`src/rtl/timer_control_pkg.sv`:
```
// Shared types and BCD helpers for the MM:SS countdown timer.
package timer_control_pkg;

   localparam int unsigned DigitW = 4;
   localparam logic [DigitW-1:0] BcdUnitsMax = 4'd9;
   localparam logic [DigitW-1:0] BcdTensMax  = 4'd5;

   // Bit positions in the packed button vector
   localparam int unsigned BtnSec   = 0;
   localparam int unsigned BtnMin   = 1;
   localparam int unsigned BtnStart = 2;
   localparam int unsigned BtnClear = 3;
   localparam int unsigned NumBtn   = 4;

   typedef enum logic [1:0] {
      StIdle  = 2'd0,
      StRun   = 2'd1,
      StPause = 2'd2,
      StAlarm = 2'd3
   } state_e;

   typedef struct packed {
      logic [DigitW-1:0] min_tens;
      logic [DigitW-1:0] min_units;
      logic [DigitW-1:0] sec_tens;
      logic [DigitW-1:0] sec_units;
   } mmss_t;

   // Modulo-60 BCD increment of a tens/units pair, 59 wraps to 00
   function automatic logic [2*DigitW-1:0] bcd60_inc(input logic [DigitW-1:0] tens,
                                                     input logic [DigitW-1:0] units);
      logic [DigitW-1:0] t;
      logic [DigitW-1:0] u;
      t = tens;
      u = units + 4'd1;
      if (units == BcdUnitsMax) begin
         u = '0;
         t = (tens == BcdTensMax) ? '0 : tens + 4'd1;
      end
      return {t, u};
   endfunction

   function automatic mmss_t mmss_dec(input mmss_t t);
      mmss_t r;
      r = t;
      if (t.sec_units != '0) begin
         r.sec_units = t.sec_units - 4'd1;
      end else begin
         r.sec_units = BcdUnitsMax;
         if (t.sec_tens != '0) begin
            r.sec_tens = t.sec_tens - 4'd1;
         end else begin
            r.sec_tens = BcdTensMax;
            if (t.min_units != '0) begin
               r.min_units = t.min_units - 4'd1;
            end else begin
               r.min_units = BcdUnitsMax;
               r.min_tens  = t.min_tens - 4'd1;
            end
         end
      end
      return r;
   endfunction

endpackage

```
`src/rtl/timer_control_tick_gen.sv`:
```
// Prescaler producing a one-cycle tick every TICK_DIV enabled clocks.
module timer_control_tick_gen #(
   parameter int unsigned TICK_DIV = 100_000_000
) (
   input  logic clk,
   input  logic reset,
   input  logic en,
   input  logic clr,
   output logic tick
);

   localparam int unsigned CntW = $clog2(TICK_DIV);

   logic [CntW-1:0] cnt_q, cnt_d;

   assign tick = en & (cnt_q == CntW'(TICK_DIV - 1));

   always_comb begin
      cnt_d = cnt_q;
      if (clr) begin
         cnt_d = '0;
      end else if (en) begin
         cnt_d = tick ? '0 : cnt_q + 1'b1;
      end
   end

   always_ff @(posedge clk or negedge reset) begin
      if (!reset) begin
         cnt_q <= '0;
      end else begin
         cnt_q <= cnt_d;
      end
   end

endmodule

```
`src/rtl/timer_control.sv`:
```
// MM:SS countdown timer: button edge detect, run/pause/alarm FSM, BCD time keeping.
module timer_control
   import timer_control_pkg::*;
#(
   parameter int unsigned TICK_DIV  = 100_000_000,
   parameter int unsigned ALARM_SEC = 5
) (
   input  logic              clk,
   input  logic              reset,
   input  logic              btn_start,
   input  logic              btn_min,
   input  logic              btn_sec,
   input  logic              btn_clear,
   output logic [DigitW-1:0] bcd0,
   output logic [DigitW-1:0] bcd1,
   output logic [DigitW-1:0] bcd2,
   output logic [DigitW-1:0] bcd3,
   output logic              running,
   output logic              paused,
   output logic              alarm
);

   localparam int unsigned AlarmW = $clog2(ALARM_SEC + 1);

   logic [NumBtn-1:0] btn_sync_q, btn_hist_q, press;
   state_e            state_q, state_d;
   mmss_t             time_q, time_d;
   logic [AlarmW-1:0] alarm_cnt_q, alarm_cnt_d;
   logic              tick;
   logic              running_q, paused_q, alarm_q;

   assign press = btn_sync_q & ~btn_hist_q;

   timer_control_tick_gen #(
      .TICK_DIV (TICK_DIV)
   ) u_tick_gen (
      .clk   (clk),
      .reset (reset),
      .en    ((state_q == StRun) || (state_q == StAlarm)),
      .clr   (state_q == StIdle),
      .tick  (tick)
   );

   always_comb begin
      state_d     = state_q;
      time_d      = time_q;
      alarm_cnt_d = '0;
      if (press[BtnClear]) begin
         state_d = StIdle;
         time_d  = '0;
      end else begin
         unique case (state_q)
            StIdle: begin
               // A start press consumes the cycle even when ignored at 00:00
               if (press[BtnStart]) begin
                  if (time_q != '0) state_d = StRun;
               end else begin
                  if (press[BtnMin]) begin
                     {time_d.min_tens, time_d.min_units} = bcd60_inc(time_q.min_tens,
                                                                     time_q.min_units);
                  end
                  if (press[BtnSec]) begin
                     {time_d.sec_tens, time_d.sec_units} = bcd60_inc(time_q.sec_tens,
                                                                     time_q.sec_units);
                  end
               end
            end
            StRun: begin
               if (tick && (time_q != '0)) begin
                  time_d = mmss_dec(time_q);
                  if (time_q == mmss_t'(16'h0001)) state_d = StAlarm;
                  else if (press[BtnStart])        state_d = StPause;
               end else if (press[BtnStart]) begin
                  state_d = StPause;
               end
            end
            StPause: begin
               if (press[BtnStart]) state_d = StRun;
            end
            StAlarm: begin
               alarm_cnt_d = alarm_cnt_q;
               if (press[BtnStart]) begin
                  state_d = StIdle;
               end else if (tick) begin
                  if (alarm_cnt_q == AlarmW'(ALARM_SEC - 1)) state_d = StIdle;
                  else                                        alarm_cnt_d = alarm_cnt_q + 1'b1;
               end
            end
            default: state_d = StIdle;
         endcase
      end
   end

   always_ff @(posedge clk or negedge reset) begin
      if (!reset) begin
         btn_sync_q  <= '0;
         btn_hist_q  <= '0;
         state_q     <= StIdle;
         time_q      <= '0;
         alarm_cnt_q <= '0;
         running_q   <= 1'b0;
         paused_q    <= 1'b0;
         alarm_q     <= 1'b0;
      end else begin
         btn_sync_q  <= {btn_clear, btn_start, btn_min, btn_sec};
         btn_hist_q  <= btn_sync_q;
         state_q     <= state_d;
         time_q      <= time_d;
         alarm_cnt_q <= alarm_cnt_d;
         running_q   <= (state_d == StRun);
         paused_q    <= (state_d == StPause);
         alarm_q     <= (state_d == StAlarm);
      end
   end

   assign bcd0    = time_q.min_tens;
   assign bcd1    = time_q.min_units;
   assign bcd2    = time_q.sec_tens;
   assign bcd3    = time_q.sec_units;
   assign running = running_q;
   assign paused  = paused_q;
   assign alarm   = alarm_q;

endmodule

```
`config.mk`:
```
export PLATFORM = sky130hd
export DESIGN_NAME = timer_control
export DESIGN_NICKNAME = d
export VERILOG_FILES = /design/src/rtl/timer_control_pkg.sv /design/src/rtl/timer_control_tick_gen.sv /design/src/rtl/timer_control.sv
export SDC_FILE = /design/constraint.sdc
export NUM_CORES = 1
export LEC_CHECK = 0
export ABC_CLOCK_PERIOD_IN_PS = 5590
export CAP_MARGIN = 25
export CELL_PAD_IN_SITES_DETAIL_PLACEMENT = 2
export CELL_PAD_IN_SITES_GLOBAL_PLACEMENT = 2
export CORE_UTILIZATION = 39
export DETAILED_ROUTE_END_ITERATION = 16
export PLACE_DENSITY = 0.81
export SLEW_MARGIN = 5
export SYNTH_ARGS = -nofsm -noshare
export SYNTH_HDL_FRONTEND = slang
export SYNTH_SLANG_ARGS = --single-unit
```
`constraint.sdc`:
```
create_clock -name clk -period 5.59 [get_ports clk]
set_input_delay 0.8385 -clock clk [delete_from_list [all_inputs] [get_ports clk]]
set_output_delay 0.8385 -clock clk [all_outputs]
set_load 0.02 [all_outputs]
```
### Word-level counts from Yosys, hierarchy flattened

Cells that the tools add are included.
Widths: inputs -> output; s select.

* add/subtract/negate cells: 10
* eq/ne operators: 25
* mux-type cells: 37
* bitwise operators: 3
* reductions and logical operators: 14

Operators by type and width (count)
* $mux 27: 3
* $mux 16: 3
* $mux 4: 10
* $ne 3x3->1 const B: 11
* $pmux 16 s2: 1
* $add 27x1->27 const B: 1
* $eq 27x27->1 const B: 1
* $mux 8: 3
* $mux 2: 10
* $add 4x1->4 const B: 4
* $eq 16x1->1 const B: 1
* $reduce_bool 16->1: 1
* $sub 4x1->4 const B: 4
* $mux 3: 5
* $mux 12: 1
* $reduce_and 6->1: 2
* $reduce_bool 4->1: 3
* $eq 2x2->1 const B: 4
* $eq 4x3->1 const B: 2
* $eq 4x4->1 const B: 2
* $pmux 2 s4: 1
* $reduce_and 8->1: 1
* $and 4x4->4: 1
* $eq 2x1->1 const B: 2
* 12 further kinds: 12

* register bits: 59
* output and inout port bits: 19
* word-level logic and storage cells: 101

### Logic depth before layout (Yosys ltp)

* depth in word-level cells: 8
* mapped depth: 9
* gate-level depth less buffers: 8

### Hierarchy

A second synthesis with hierarchy kept.

* cell total of the unflattened synthesis: 393
* area, all modules: 3592.2 um2

Modules (own cells, without submodules)
* timer_control: instances 1, cells each 222, area an instance 2060.7 um2
* timer_control_tick_gen: instances 1, cells each 171, area an instance 1531.5 um2

### Worst setup path before layout

No wires, ideal clock.

* kind: register to register
* from: register time_q (netlist bit bcd0[0])
* to: register running_q (netlist: running)
* data arrival time: 2.376 ns
* data required time: 5.454 ns
* slack: 3.078 ns
* stages on the path, launching flop included: 9
* path buffers: 0
* cells stage by stage: dfrtp_1 inv_1 ha_1 or3b_2 nor4_4 or4b_4 a211oi_2 a41o_2 nor4_1

* word-level cells in the longest chain between the ends: 6

RTL lines
* start: declaration: line timer_control.sv:27 `mmss_t time_q, time_d;`
* start signal: assignment: line timer_control.sv:108 `time_q <= time_d;`
* $eq 16x1->1 / $reduce_bool 16->1 (equally long branches): line timer_control.sv:71, timer_control.sv:56, timer_control.sv:69
* $mux 2 (tied with other cells): line timer_control.sv:71 `if (time_q == mmss_t'(16'h0001)) state_d = StAlarm;`
* $mux 2 (on tied branches): line timer_control.sv:69, timer_control.sv:55
* $pmux 2 s4 (*): line timer_control.sv:52 `unique case (state_q)`
* $mux 2 (*): line timer_control.sv:48 `if (press[BtnClear]) begin`
* net state_d[1]: line timer_control.sv:26 `state_e state_q, state_d;`
* $eq 2x1->1 (*): line timer_control.sv:110 `running_q <= (state_d == StRun);`
* end signal: assignment: line timer_control.sv:110
* end: declaration: line timer_control.sv:30 `logic running_q, paused_q, alarm_q;`

The timed path passes the listed nets; every way through them passes the cells marked *.
A chain may end at the register's enable or synchronous reset.

### Worst setup path in the final report

* from: register state_q[0]
* to: register time_q (netlist bit bcd2[3])

* word-level cells in the longest chain between the ends: 6

RTL lines
* start: declaration: line timer_control.sv:26
* start signal: assignment: line timer_control.sv:98 `state_q <= StIdle;`
* start signal: assignment: line timer_control.sv:107 `state_q <= state_d;`
* $eq 2x1->1 / $eq 2x2->1 (equally long branches): line timer_control.sv:39, timer_control.sv:52
* $logic_or 1x1->1: line timer_control.sv:39 `.en ((state_q == StRun) || (state_q == StAlarm)),`
* $and 1x1->1: line timer_control_tick_gen.sv:16 `assign tick = en & (cnt_q == CntW'(TICK_DIV - 1));`
* $logic_and 1x1->1: line timer_control.sv:69 `if (tick && (time_q != '0)) begin`
* $ne 3x2->1 (no line)
* $reduce_and 6->1 (no line)

Several ways; a longest one is shown, not always the timed one.

==> out/qor.csv <==
metric;value;unit
Clock Tree Root;clkbuf_8;
Sw Ratio;43.4;%
most common cell after layout, fill and taps aside;dfrtp_1;
outcome;finished clean;
sequential area share after synthesis;41.6;%
Critical Path RT;5830;ps
post-CTS setup buffer count;0;
die span in x;97.4;microns
Yosys reg bits;59;
commonest cells after routing, fill and taps aside;59 x dfrtp_1, 41 x nand2_1, 35 x o21ai_0;
Worst EP arrival;3320;ps
fin crit period;3070;ps
DR vias/cell;6.20;
P&R area growth vs syn;13.7;%
clock network fraction of total power;22.3;%
antenna cells;0;
worst-path fanout max;25;
netlist area before placement;3550;sq um
final non-filler cell area;4030;sq um
input/output buffers;24;
initial antenna violation count;0;
CTS Buffer Depth;2;
worst-skew pair later-pin latency;350;ps
CP bufs+invs;0;
PostCTS Resize Cnt;0;
setup TNS;0;ps
Ports;25;
die area;9480;sq um
Peak Freq;0.326;GHz
power share of the combinational group;42.8;%
crit-path cells;nand2b_1, a2111oi_2, nor2_1, a21oi_1, mux2_2;
Fin. Hold Viols;0;
fin crit share;55.0;%
max-cap violation count;0;
Power per Cell Area;457;nW/um^2
row count;34;
nets;428;
total gr overflow;0;
post-route ant nets;0;
routed wire length;10.8;mm
Initial DRT Pass Iterations;4;
Final Skew;11.6;ps
WP depth;5;
CTS Sinks;59;
initial DRC count;128;
# DRC;0;
reg2reg path depth;5;
routability cong.;0.795;
worst vdd ir;0.145;mV
Worst-Margin Slew;1010;ps
fraction of registers with async set/reset;100;%
Sw Pwr;0.799;mW
cts bufs inserted;9;
Int Power;1.04;mW
share of cells above drive strength 1;9.29;%
register share of total power;34.9;%
Cell Area, Placed;3830;sq um
syn_nets;417;
DR WL/cell;20.5;microns
Syn. warnings;0;
Hold Crit Class;reg2reg;
distinct cell type count after synthesis;62;
Detailed Place HPWL;7.09;mm
Setup crit start kind;flip-flop;
slew margin rel.;32.4;%
CTS H-tree depth;3;
Leak;1.60;nW
Die Ht;97.4;microns
RSZ-0062 raised after global routing;false;
Syn Inst Count;404;
Slew Viols, Final;0;
core area;8760;sq um
largest net degree at the start of global routing;60;
largest cells by area after synthesis;dfrtp_1 42%, o21ai_0 5.1%, nand2_1 4.3%;
first-pass GRT wire length;18.4;mm
crit path capture type;flip-flop;
CTS tree;yes;
commonest register cell after synthesis;dfrtp_1;
Fillers;961;
slowest stage cell on the critical path;dfrtp_1;
vias in the first global route;3548;
register clock-pin slew on the reported worst setup and hold paths;80;ps
hold depth;0;
hold_buf cts;0;
kind of critical path;reg2reg;
top cell type's share of synthesized area;41.6;%
syn_area_per_cell;8.78;sq um
setup violators final;0;
gr usage total;24.5;%
Synth area leader;dfrtp_1;
Vias;3276;
Initial Utilization;40.5;%
Top delay family on crit path;compound AO/OA/AOI/OAI gates;
slowest cell delay on critical path;690;ps
number of synthesized flops with an enable pin;0;
[cells in the mapped netlist (2+ instances only)]
master	number
nand4_1	9
buf_1	2
a21o_1	3
buf_2	2
o22ai_1	3
o21ai_0	36
mux2_2	4
nand3_1	18
o41ai_1	5
buf_6	2
dfrtp_1	59
nand2b_1	12
a311oi_1	3
or4_1	2
nor2b_1	4
a22o_1	5
clkbuf_1	21
o211ai_1	4
a211o_1	2
a31oi_1	11
or2_2	2
and2_1	2
and4_1	6
inv_1	11
nor3_1	16
or3_1	2
nand2_1	41
nor4bb_1	2
and3_1	5
mux2i_1	4
nor4_1	7
o21a_1	3
a21oi_1	23
nand4b_1	2
xnor2_1	4
ha_1	7
o31ai_1	13
nor2_1	23
[layout make-up]
class                   instances  area [sq um]  share of cell area, %
clock buffers                  10           138                   3.42
clock inverters                 6          63.8                   1.58
inverters                      11          41.3                   1.02
multi-input cells             306          1910                   47.4
flip-flops and latches         59          1480                   36.6
well taps                     108           135                   3.35
repair buffers                 28           265                   6.58
[power groups by stage]
stage | Sequential, mW | Combinational, mW | Clock [mW]
global route | 0.663 | 0.862 | 0.432
global placement | 0.639 | 0.743 | 0
finish | 0.643 | 0.788 | 0.410
floorplan | 0.621 | 0.540 | 0
CTS | 0.642 | 0.795 | 0.419
detailed placement | 0.651 | 0.780 | 0
[metrics by stage]
stage,utilization [%],cells,setup slack [ps],hold slack (ps),power [mW]
floorplan,-,404,3080,346,1.16
global route,46.0,528,2270,393,1.96
global placement,43.7,512,2710,361,1.38
detailed placement,43.7,512,2580,363,1.43
CTS,46.0,528,2530,381,1.86
finish,46.0,528,2520,381,1.84
[state kept, by name, indices dropped and copies added, names as in the netlist]
signal            cells
u_tick_gen.cnt_q     27
bcd0                  4
bcd3                  4
btn_hist_q            4
bcd1                  4
state_q               2
btn_sync_q            4
alarm_cnt_q           3
running               1
alarm                 1
bcd2                  4
paused                1
[final timing paths]
check	start	end	slack, ps
hold / removal	btn_sync_q[0]	btn_hist_q[0]	380
hold reg to reg	btn_sync_q[0]	btn_hist_q[0]	380
min in group asynchronous	reset	bcd3[0]	650
setup / recovery	state_q[0]	bcd2[3]	2520
setup reg to reg	state_q[0]	bcd2[3]	2520
max in group asynchronous	reset	u_tick_gen.cnt_q[4]	4410
[logic make-up after synthesis]
group	share of synthesized area, %
AND/OR/NAND/NOR	24.8
multiplexers	2.40
AO/OA/AOI/OAI	22.8
flip-flops	41.6
XOR/XNOR	1.23
adder cells (fa/ha/maj)	2.47
buffers and inverters	4.66
[per-layer routing]
layer	part of all wire [%]	global-route usage (%)	wire [microns]	up-vias
li1	-	-	-	1529
met1	45	30.3	4880	1696
met2	52	43.7	5620	43
met3	1.9	3.24	206	8
met4	1.1	8.82	121	0
met5	0	0	0	-
[worst reg2reg max path: cells and delay by family, from the launching register on]
kind / cells / cell delay (ps)
DFF: 1 / 690
muxes: 1 / 380
AOI/OAI and AO/OA: 2 / 1030
and+or+nand+nor: 2 / 870
(Power assumes the default switching activity.)
